<file path="src/rtl/counter_arb_pkg.sv">
// counter_arb_pkg: shared types and constants for the counter_arbiter block.
//   arb_state_t  - sequencer state encoding (IDLE, GRANT, RUN, DRAIN, DONE)
//   DIR_UP/DOWN  - job direction encoding as seen on req_dir / cnt_up_down
//   *_DEF        - default parameter values for the top level
package counter_arb_pkg;

  typedef enum logic [2:0] {
    IDLE  = 3'd0,
    GRANT = 3'd1,
    RUN   = 3'd2,
    DRAIN = 3'd3,
    DONE  = 3'd4
  } arb_state_t;

  localparam logic DIR_UP   = 1'b1;
  localparam logic DIR_DOWN = 1'b0;

  localparam int NUM_REQ_DEF = 4;
  localparam int LEN_W_DEF   = 8;

endpackage

</file>
<file path="src/rtl/counter_arbiter_rr.sv">
// rr_arbiter: combinational round-robin picker.
//   req  [N]     - request vector
//   ptr  [IDX_W] - index with highest priority this cycle
//   en           - when low, nothing is granted
//   gnt  [N]     - one-hot grant (all zero if nothing granted)
//   idx  [IDX_W] - encoded index of the grant
//   any          - a grant was issued
module rr_arbiter #(
  parameter int N = 4,
  localparam int IDX_W = (N > 1) ? $clog2(N) : 1
) (
  input  logic [N-1:0]     req,
  input  logic [IDX_W-1:0] ptr,
  input  logic             en,
  output logic [N-1:0]     gnt,
  output logic [IDX_W-1:0] idx,
  output logic             any
);

  always_comb begin
    int pos;
    gnt = '0;
    idx = '0;
    any = 1'b0;
    pos = 0;
    if (en) begin
      // Scan from ptr upward, wrapping; the first requester found wins.
      for (int k = 0; k < N; k++) begin
        pos = (int'(ptr) + k) % N;
        if (!any && req[pos]) begin
          any      = 1'b1;
          gnt[pos] = 1'b1;
          idx      = IDX_W'(pos);
        end
      end
    end
  end

endmodule

</file>
<file path="src/rtl/counter_arbiter.sv">
// counter_arbiter: shares one 8-bit up/down counter among NUM_REQ requesters.
// Each accepted job drives the counter for exactly len cycles, then reports the
// final count and whether the counter overflowed during the job.
//   clk, rst_n       - clock, asynchronous active-low reset
//   req_valid/dir/len- per-requester job request (len packed LEN_W per requester)
//   req_ready        - one-hot accept strobe (only in GRANT)
//   done             - one-hot completion pulse to the job owner
//   done_count/ovf   - result, valid while done is high
//   busy             - high whenever not IDLE
//   cnt_enable/up_down - drive the shared counter
//   cnt_count/overflow - counter's registered outputs
module counter_arbiter
  import counter_arb_pkg::*;
#(
  parameter int NUM_REQ = NUM_REQ_DEF,
  parameter int LEN_W   = LEN_W_DEF
) (
  input  logic                     clk,
  input  logic                     rst_n,
  input  logic [NUM_REQ-1:0]       req_valid,
  input  logic [NUM_REQ-1:0]       req_dir,
  input  logic [NUM_REQ*LEN_W-1:0] req_len,
  output logic [NUM_REQ-1:0]       req_ready,
  output logic [NUM_REQ-1:0]       done,
  output logic [7:0]               done_count,
  output logic                     done_ovf,
  output logic                     busy,
  output logic                     cnt_enable,
  output logic                     cnt_up_down,
  input  logic [7:0]               cnt_count,
  input  logic                     cnt_overflow
);

  localparam int IDX_W = $clog2(NUM_REQ);

  arb_state_t       state_q, state_d;
  logic [IDX_W-1:0] owner_q, owner_d;
  logic             dir_q, dir_d;
  logic [LEN_W-1:0] remaining_q, remaining_d;
  logic             ovf_q, ovf_d;
  logic [7:0]       done_count_q, done_count_d;
  logic [IDX_W-1:0] rr_ptr_q, rr_ptr_d;

  logic [NUM_REQ-1:0] gnt;
  logic [IDX_W-1:0]   gnt_idx;
  logic               gnt_any;
  logic [LEN_W-1:0]   gnt_len;

  rr_arbiter #(.N(NUM_REQ)) u_rr (
    .req (req_valid),
    .ptr (rr_ptr_q),
    .en  (state_q == GRANT),
    .gnt (gnt),
    .idx (gnt_idx),
    .any (gnt_any)
  );

  assign gnt_len = req_len[gnt_idx*LEN_W +: LEN_W];

  always_comb begin
    state_d      = state_q;
    owner_d      = owner_q;
    dir_d        = dir_q;
    remaining_d  = remaining_q;
    ovf_d        = ovf_q;
    done_count_d = done_count_q;
    rr_ptr_d     = rr_ptr_q;
    case (state_q)
      IDLE: begin
        if (|req_valid) state_d = GRANT;
      end
      GRANT: begin
        if (gnt_any) begin
          owner_d     = gnt_idx;
          dir_d       = req_dir[gnt_idx];
          remaining_d = gnt_len;
          ovf_d       = 1'b0;
          rr_ptr_d    = (gnt_idx == IDX_W'(NUM_REQ - 1)) ? '0 : gnt_idx + 1'b1;
          state_d     = (gnt_len != '0) ? RUN : DRAIN;
        end else begin
          // Valid dropped before acceptance: nothing granted, pointer untouched.
          state_d = IDLE;
        end
      end
      RUN: begin
        ovf_d       = ovf_q | cnt_overflow;
        remaining_d = remaining_q - 1'b1;
        if (remaining_q == LEN_W'(1)) state_d = DRAIN;
      end
      DRAIN: begin
        // Counter outputs now reflect the last step taken in RUN.
        ovf_d        = ovf_q | cnt_overflow;
        done_count_d = cnt_count;
        state_d      = DONE;
      end
      DONE: begin
        state_d = (|req_valid) ? GRANT : IDLE;
      end
      default: state_d = IDLE;
    endcase
  end

  always_ff @(posedge clk or negedge rst_n) begin
    if (!rst_n) begin
      state_q      <= IDLE;
      owner_q      <= '0;
      dir_q        <= DIR_DOWN;
      remaining_q  <= '0;
      ovf_q        <= 1'b0;
      done_count_q <= 8'h00;
      rr_ptr_q     <= '0;
    end else begin
      state_q      <= state_d;
      owner_q      <= owner_d;
      dir_q        <= dir_d;
      remaining_q  <= remaining_d;
      ovf_q        <= ovf_d;
      done_count_q <= done_count_d;
      rr_ptr_q     <= rr_ptr_d;
    end
  end

  assign req_ready   = (state_q == GRANT) ? gnt : '0;
  assign done        = (state_q == DONE) ? (NUM_REQ'(1) << owner_q) : '0;
  assign done_count  = done_count_q;
  assign done_ovf    = (state_q == DONE) && ovf_q;
  assign busy        = (state_q != IDLE);
  assign cnt_enable  = (state_q == RUN);
  assign cnt_up_down = (state_q == RUN || state_q == DRAIN) ? dir_q : DIR_DOWN;

endmodule

</file>
<file path="config.mk">
export PLATFORM = sky130hd
export DESIGN_NAME = counter_arbiter
export DESIGN_NICKNAME = d
export VERILOG_FILES = /design/src/rtl/counter_arb_pkg.sv /design/src/rtl/counter_arbiter_rr.sv /design/src/rtl/counter_arbiter.sv
export SDC_FILE = /design/constraint.sdc
export NUM_CORES = 1
export LEC_CHECK = 0
export CAP_MARGIN = 15
export CORE_MARGIN = 8
export CORE_UTILIZATION = 49
export DETAILED_ROUTE_END_ITERATION = 10
export GPL_ROUTABILITY_DRIVEN = 0
export PLACE_DENSITY = 0.86
export SYNTH_ARGS = -nofsm -noshare
export SYNTH_HDL_FRONTEND = slang
export SYNTH_SLANG_ARGS = --single-unit
</file>
<file path="constraint.sdc">
create_clock -name clk -period 9.8 [get_ports clk]
set_clock_uncertainty 0.1 [all_clocks]
set_input_delay 1.96 -clock clk [delete_from_list [all_inputs] [get_ports clk]]
set_output_delay 1.96 -clock clk [all_outputs]
set_load 0.01 [all_outputs]
</file>
======== After elaboration in Yosys (flattened, before gate mapping) ========
Index checks and enable logic that the tools add are counted.
word-level totals
  bits in registers ....................... 25
  output and inout bits ................... 20
  latch bits .............................. 0
  ROM bits ................................ 0
  logic and storage cells ................. 120
  RAM bits ................................ 0
  memories kept ........................... 0
  input port bits ......................... 51
cells by class
  $add $sub $neg .......................... 5
  divide/modulo/power cells ............... 0
  eq/ne operators ......................... 9
  shift-type cells ........................ 2
  reduce and logical (&&, ||, !) cells .... 26
  mux-type cells .......................... 55
  bitwise gates (word level) .............. 7
  order comparisons ....................... 9
  multipliers ............................. 0
operators by type and width
  operator                                                           number
  2-to-1 mux 4 bit                                                   9
  variable part select 32 x 6 -> 8 bit                               1
  2-to-1 mux 1 bit                                                   24
  one-hot mux 8 bit (2 select lines)                                 1
  one-hot mux 3 bit (5 select lines)                                 1
  2-to-1 mux 2 bit                                                   7
  < comparator 3 x 4 -> 1 bit, second input constant                 3
  bitwise OR 4 bit                                                   3
  binary-select mux 1 bit (select 2 bit)                             5
  greater-or-equal comparator 3 x 1 -> 1 bit, second input constant  3
  demux 1 bit (select 2 bit)                                         4
  equality test 8 x 1 -> 1 bit, second input constant                1
  logical AND 1 bit                                                  8
  2-to-1 mux 8 bit                                                   1
  AND reduction 2 bit                                                4
  nonzero test 8 bit                                                 1
  OR reduction 2 bit                                                 4
  subtractor 8 x 1 -> 8 bit, second input constant                   1
  equality test 3 x 2 -> 1 bit, second input constant                2
  < comparator 2 x 3 -> 1 bit, second input constant                 2
  2-to-1 mux 3 bit                                                   2
  adder 2 x 1 -> 2 bit, second input constant                        2
  adder 2 bit, second input constant                                 2
  != test 2 bit, second input constant                               2
  15 further kinds                                                   20

======== Logic depth before layout (Yosys ltp) ========
  depth in word-level cells ............... 22
  mapped depth ............................ 12

======== By module ========
From an unflattened synthesis, not the netlist that was laid out.
unflattened totals
  cells, all modules ...................... 195
  area, all modules ....................... 1999.4 µm²
modules (own cells, without submodules)
  module           instances  seq. area each (µm²)  area an instance (µm²)  cells an instance
  counter_arbiter  1          625.6                 1463.9                  137
  rr_arbiter       1          0.0                   535.5                   58

======== Worst setup path before layout ========
OpenSTA, ideal clock, no wires.
  path kind ............................... input -> output
  start point ............................. input req_valid[0]
  end point ............................... output req_ready[0]
  stages .................................. 7
  data required time ...................... 7.740 ns
  setup slack ............................. 4.436 ns
  arrival ................................. 3.304 ns
  cell sequence ........................... buf_6 mux4_1 nor2b_4 a22oi_1 nor2_1 a221oi_1 nor2_1
on the way
  cells in the longest elaborated chain, start to end .. 16
  elaborated cells between the ends (all ways) .. 34
RTL lines
  element                                 line                      RTL
  start: declaration                      counter_arbiter.sv:20     input logic [NUM_REQ-1:0] req_valid,
  binary-select mux 1 bit (select 2 bit)  counter_arbiter_rr.sv:30  if (!any && req[pos]) begin
  2-to-1 mux 1 bit (implied by the code)  counter_arbiter_rr.sv:30
  2-to-1 mux 1 bit                        counter_arbiter_rr.sv:30
  2-to-1 mux 1 bit                        counter_arbiter_rr.sv:26  if (en) begin
  zero test 1 bit                         counter_arbiter_rr.sv:30
  logical AND 1 bit                       counter_arbiter_rr.sv:30
  2-to-1 mux 1 bit                        counter_arbiter_rr.sv:30
  2-to-1 mux 1 bit                        counter_arbiter_rr.sv:26
  zero test 1 bit                         counter_arbiter_rr.sv:30
  logical AND 1 bit                       counter_arbiter_rr.sv:30
  2-to-1 mux 1 bit                        counter_arbiter_rr.sv:30
  2-to-1 mux 1 bit                        counter_arbiter_rr.sv:26
  zero test 1 bit                         counter_arbiter_rr.sv:30
  logical AND 1 bit                       counter_arbiter_rr.sv:30
  2-to-1 mux 4 bit (*)                    counter_arbiter_rr.sv:30
  2-to-1 mux 4 bit (*)                    counter_arbiter.sv:123    assign req_ready = (state_q == GRANT) ? gnt : '0;
  end: declaration                        counter_arbiter.sv:23     output logic [NUM_REQ-1:0] req_ready,
Every way passes the cells marked *; elsewhere a longest branch is shown, timed or not. The select of a mux whose other input is x is not followed.

======== Final worst setup path ========
  start point ............................. input req_valid[2]
  end point ............................... output req_ready[1]
Same word-level chain as after synthesis.

==> results by group <==
Detailed routing
  • Drt via density: 5.76
  • First DRT Iteration DRCs: 53
  • Drc violations: 0
  • DR WL/cell: 15.6 um
  • Via count: 1871
  • Final wirelength: a little over 5 mm
  • Detailed Routing Iterations Pass 1: 4
  • Antenna Violating Nets Remaining: 0

STA
  • Tcrit/Tclk final: 66.7%
  • Fmax: 153 MHz
  • RSZ-0062 raised after global routing: no
  • Slew headroom: a little over two fifths
  • Setup violators final: 0
  • Final min period: between 6 and 7 ns
  • Final slew viol count: 0
  • Hold Vio Cnt, Final: 0
  • Worst Tran Pin Value: a little under 0.9 ns
  • Setup TNS Final: 0 ns
  • Worst setup margin: 3.27 ns
  • Hold_ws: 0.409 ns

Floorplanning
  • Die Wd: roughly 80 um
  • Die area: roughly 6400 um^2
  • Initial Util: approximately 50%
  • CORE AREA: 3940 um^2
  • I/O pin count: 71
  • Row Count: 23
  • Height of the die: roughly 80 um

Synth
  • Distinct cells, synth: 49
  • Syn Area/Cell: between 9 and 10 um^2
  • Count leader, synth: nand2_1
  • Yosys warns: 0
  • Top FF cell, synth: dfrtp_1
  • Register area share after synthesis: 31.4%
  • Net count after synthesis: 270
  • Synth top cells by count: nand2_1 (31), dfrtp_1 (25), nor2_1 (21)
  • Synth area leaders: dfrtp_1 (31%), ha_1 (6.3%), mux2_2 (6.2%), nand2_1 (5.8%), mux4_1 (5.3%)
  • Dominant cell type by area after synthesis: dfrtp_1
  • Post-Synthesis Cell Area: roughly 2000 um^2
  • Yosys top cell area share: 31.4%
  • Post-synth EDFFs: 0
  • Cells after Synth: 209
  • Post-synth ARST share: 100%
  • Synth Register Bits: 25

Worst setup path
  • Crit-path slowest cell: mux4_1
  • Crit Path Class: input port to primary output
  • CP required: just under 8 ns
  • Slowest stage delay, CP: 0.68 ns
  • Worst path cell trace: clkdlybuf4s50_1, mux4_1, nor2b_4, a22oi_1, nor2_1, a221oi_1, nor2_1, clkdlybuf4s50_1
  • Launching point of the worst reg2reg path: rr_ptr_q[0]
  • Critical Path Start: req_valid[2]
  • Startpoint types: input port
  • WP depth: 8
  • Crit-path max FO: 10
  • Crit path buf inv count: 2
  • R2R cell count: 8
  • Worst Path Arrival: 4.47 ns
  • Delay-heaviest family, CP: buffers and inverters
  • CP endpoint kind: primary output

Min path
  • Hold path depth: 1
  • Hold_sp: done_count[7]
  • HP Class: flop to flop

Global route
  • Vias in the first global route: about 1800
  • First-pass GRT wire length: around 8.3 mm
  • Initial antenna violation count: 0
  • Global Route Usage Sum: between 10% and 20%
  • Largest net degree at the start of global routing: 26
  • Congestion Overflow GR: 0

Clock network
  • Reg clk slew, reported paths: approximately 0.08 ns
  • TritonCTS clock tree: yes
  • PostCTS Resize Cnt: 0
  • CTS max path bufs: 2
  • H-Tree Depth: 1
  • Total CTS buffers: 3
  • CTS Hold Bufs: 0
  • # Post-CTS Setup Buffers: 0
  • Clk Latency, worst-skew pair: 0.27 ns
  • Clk sinks: 25
  • Root Buffer: clkbuf_8

Cells and area
  • Layout cells sized above 1: ~9.1%
  • ANT cells: 0
  • Cell Count, Final, Fillers Out: 325
  • Layout Nets: 337
  • Filler instances: between 300 and 400
  • Layout Area Growth over Synthesis: 38.1%

Run status
  • Status: complete, no violations

Placed design
  • Dpl ws: 3.29 ns
  • Detailed placement HPWL: 4.05 mm
  • # placed instances: 320
  • PortBufs: 70

Power and ir drop
  • Cell Pwr Density: 278 nW/um^2
  • P_leak: between 1 and 1.5 nW
  • VDD IR-drop max: 0.131 mV

Job
  • Maximum capacitance violations: 0
-- path summary, 6_finish.rpt --
| kind | end | slack, ns |
|---|---|---|
| max | req_ready[1] | 3.27 |
| min | done_count[7] | 0.41 |
| max reg2reg | remaining_q[4] | 5.72 |
| min reg2reg | done_count[7] | 0.41 |
| max in group asynchronous | ovf_q | 7.33 |
| min in group asynchronous | remaining_q[7] | 1.86 |
-- sequential cells by signal, summed over array words and instances (netlist names) --
name,flops
done_count,8
remaining_q,8
state_q,3
owner_q,2
rr_ptr_q,2
dir_q,1
ovf_q,1
-- per-stage QoR --
step,instance area [um^2],power (mW),utilization [%]
CTS,2720,0.767,69.0
floorplan,1990,0.565,-
global placement,2680,0.688,67.9
detailed placement,2680,0.705,67.9
finish,2750,0.765,69.7
global route,2750,0.830,69.7
-- per-layer routing --
layer | vias to the layer above | routed length (um) | GRT usage (%)
li1 | 906 | - | -
met1 | 873 | 2220 | 20.6
met2 | 83 | 2320 | 25.0
met3 | 9 | 440 | 3.27
met4 | 0 | 96 | 7.27
met5 | - | 0 | 0
-- where the power goes --
part | total, mW | switching (mW) | internal [mW]
Sequential | 0.210 | 0.0539 | 0.156
Combinational | 0.495 | 0.248 | 0.246
Clock | 0.0603 | 0.0312 | 0.0291
Total | 0.765 | 0.334 | 0.431
-- cell families (layout without fill, tap and decap cells) --
logic type | count (synthesis) | count (layout) | synth area share, %
xor gates and xnor gates | 4 | 4 | 1.76
muxes | 21 | 21 | 16.7
DFF | 25 | 25 | 31.4
adders and majority gates | 10 | 10 | 6.29
AOI/OAI and AO/OA | 45 | 45 | 16.6
buffers and inverters | 17 | 83 | 5.40
and+or+nand+nor | 87 | 87 | 21.9
-- final cells by class --
cell class | count | area [um^2] | area share [%]
Inverter | 8 | 30.0 | 1.09
Clock buffer | 4 | 45.0 | 1.64
Timing Repair Buffer | 71 | 728 | 26.5
Multi-Input combinational cell | 167 | 1260 | 45.7
Tap cell | 50 | 62.6 | 2.28
Sequential cell | 25 | 626 | 22.8
-- worst register-to-register path, cell delays in order, from the launching register on --
cell     delay [ns]
dfrtp_1        0.72
inv_1          0.26
ha_1           0.46
mux4_1         0.72
nor2b_4        0.28
nor2_8         0.07
mux2i_4        0.45
mux4_2         0.57
a221o_1        0.35
-- placed cells by master, fill, tap and decap left out, drive strengths merged, types with 5 or more instances in the layout --
master	count
ha	10
nor3	5
inv	8
nand2	31
a21oi	8
dfrtp	25
clkdlybuf4s50	70
mux4	6
o21ai	11
mux2	12
nor2	22
nor4	7
No activity file was read; power rests on OpenSTA's default activity.
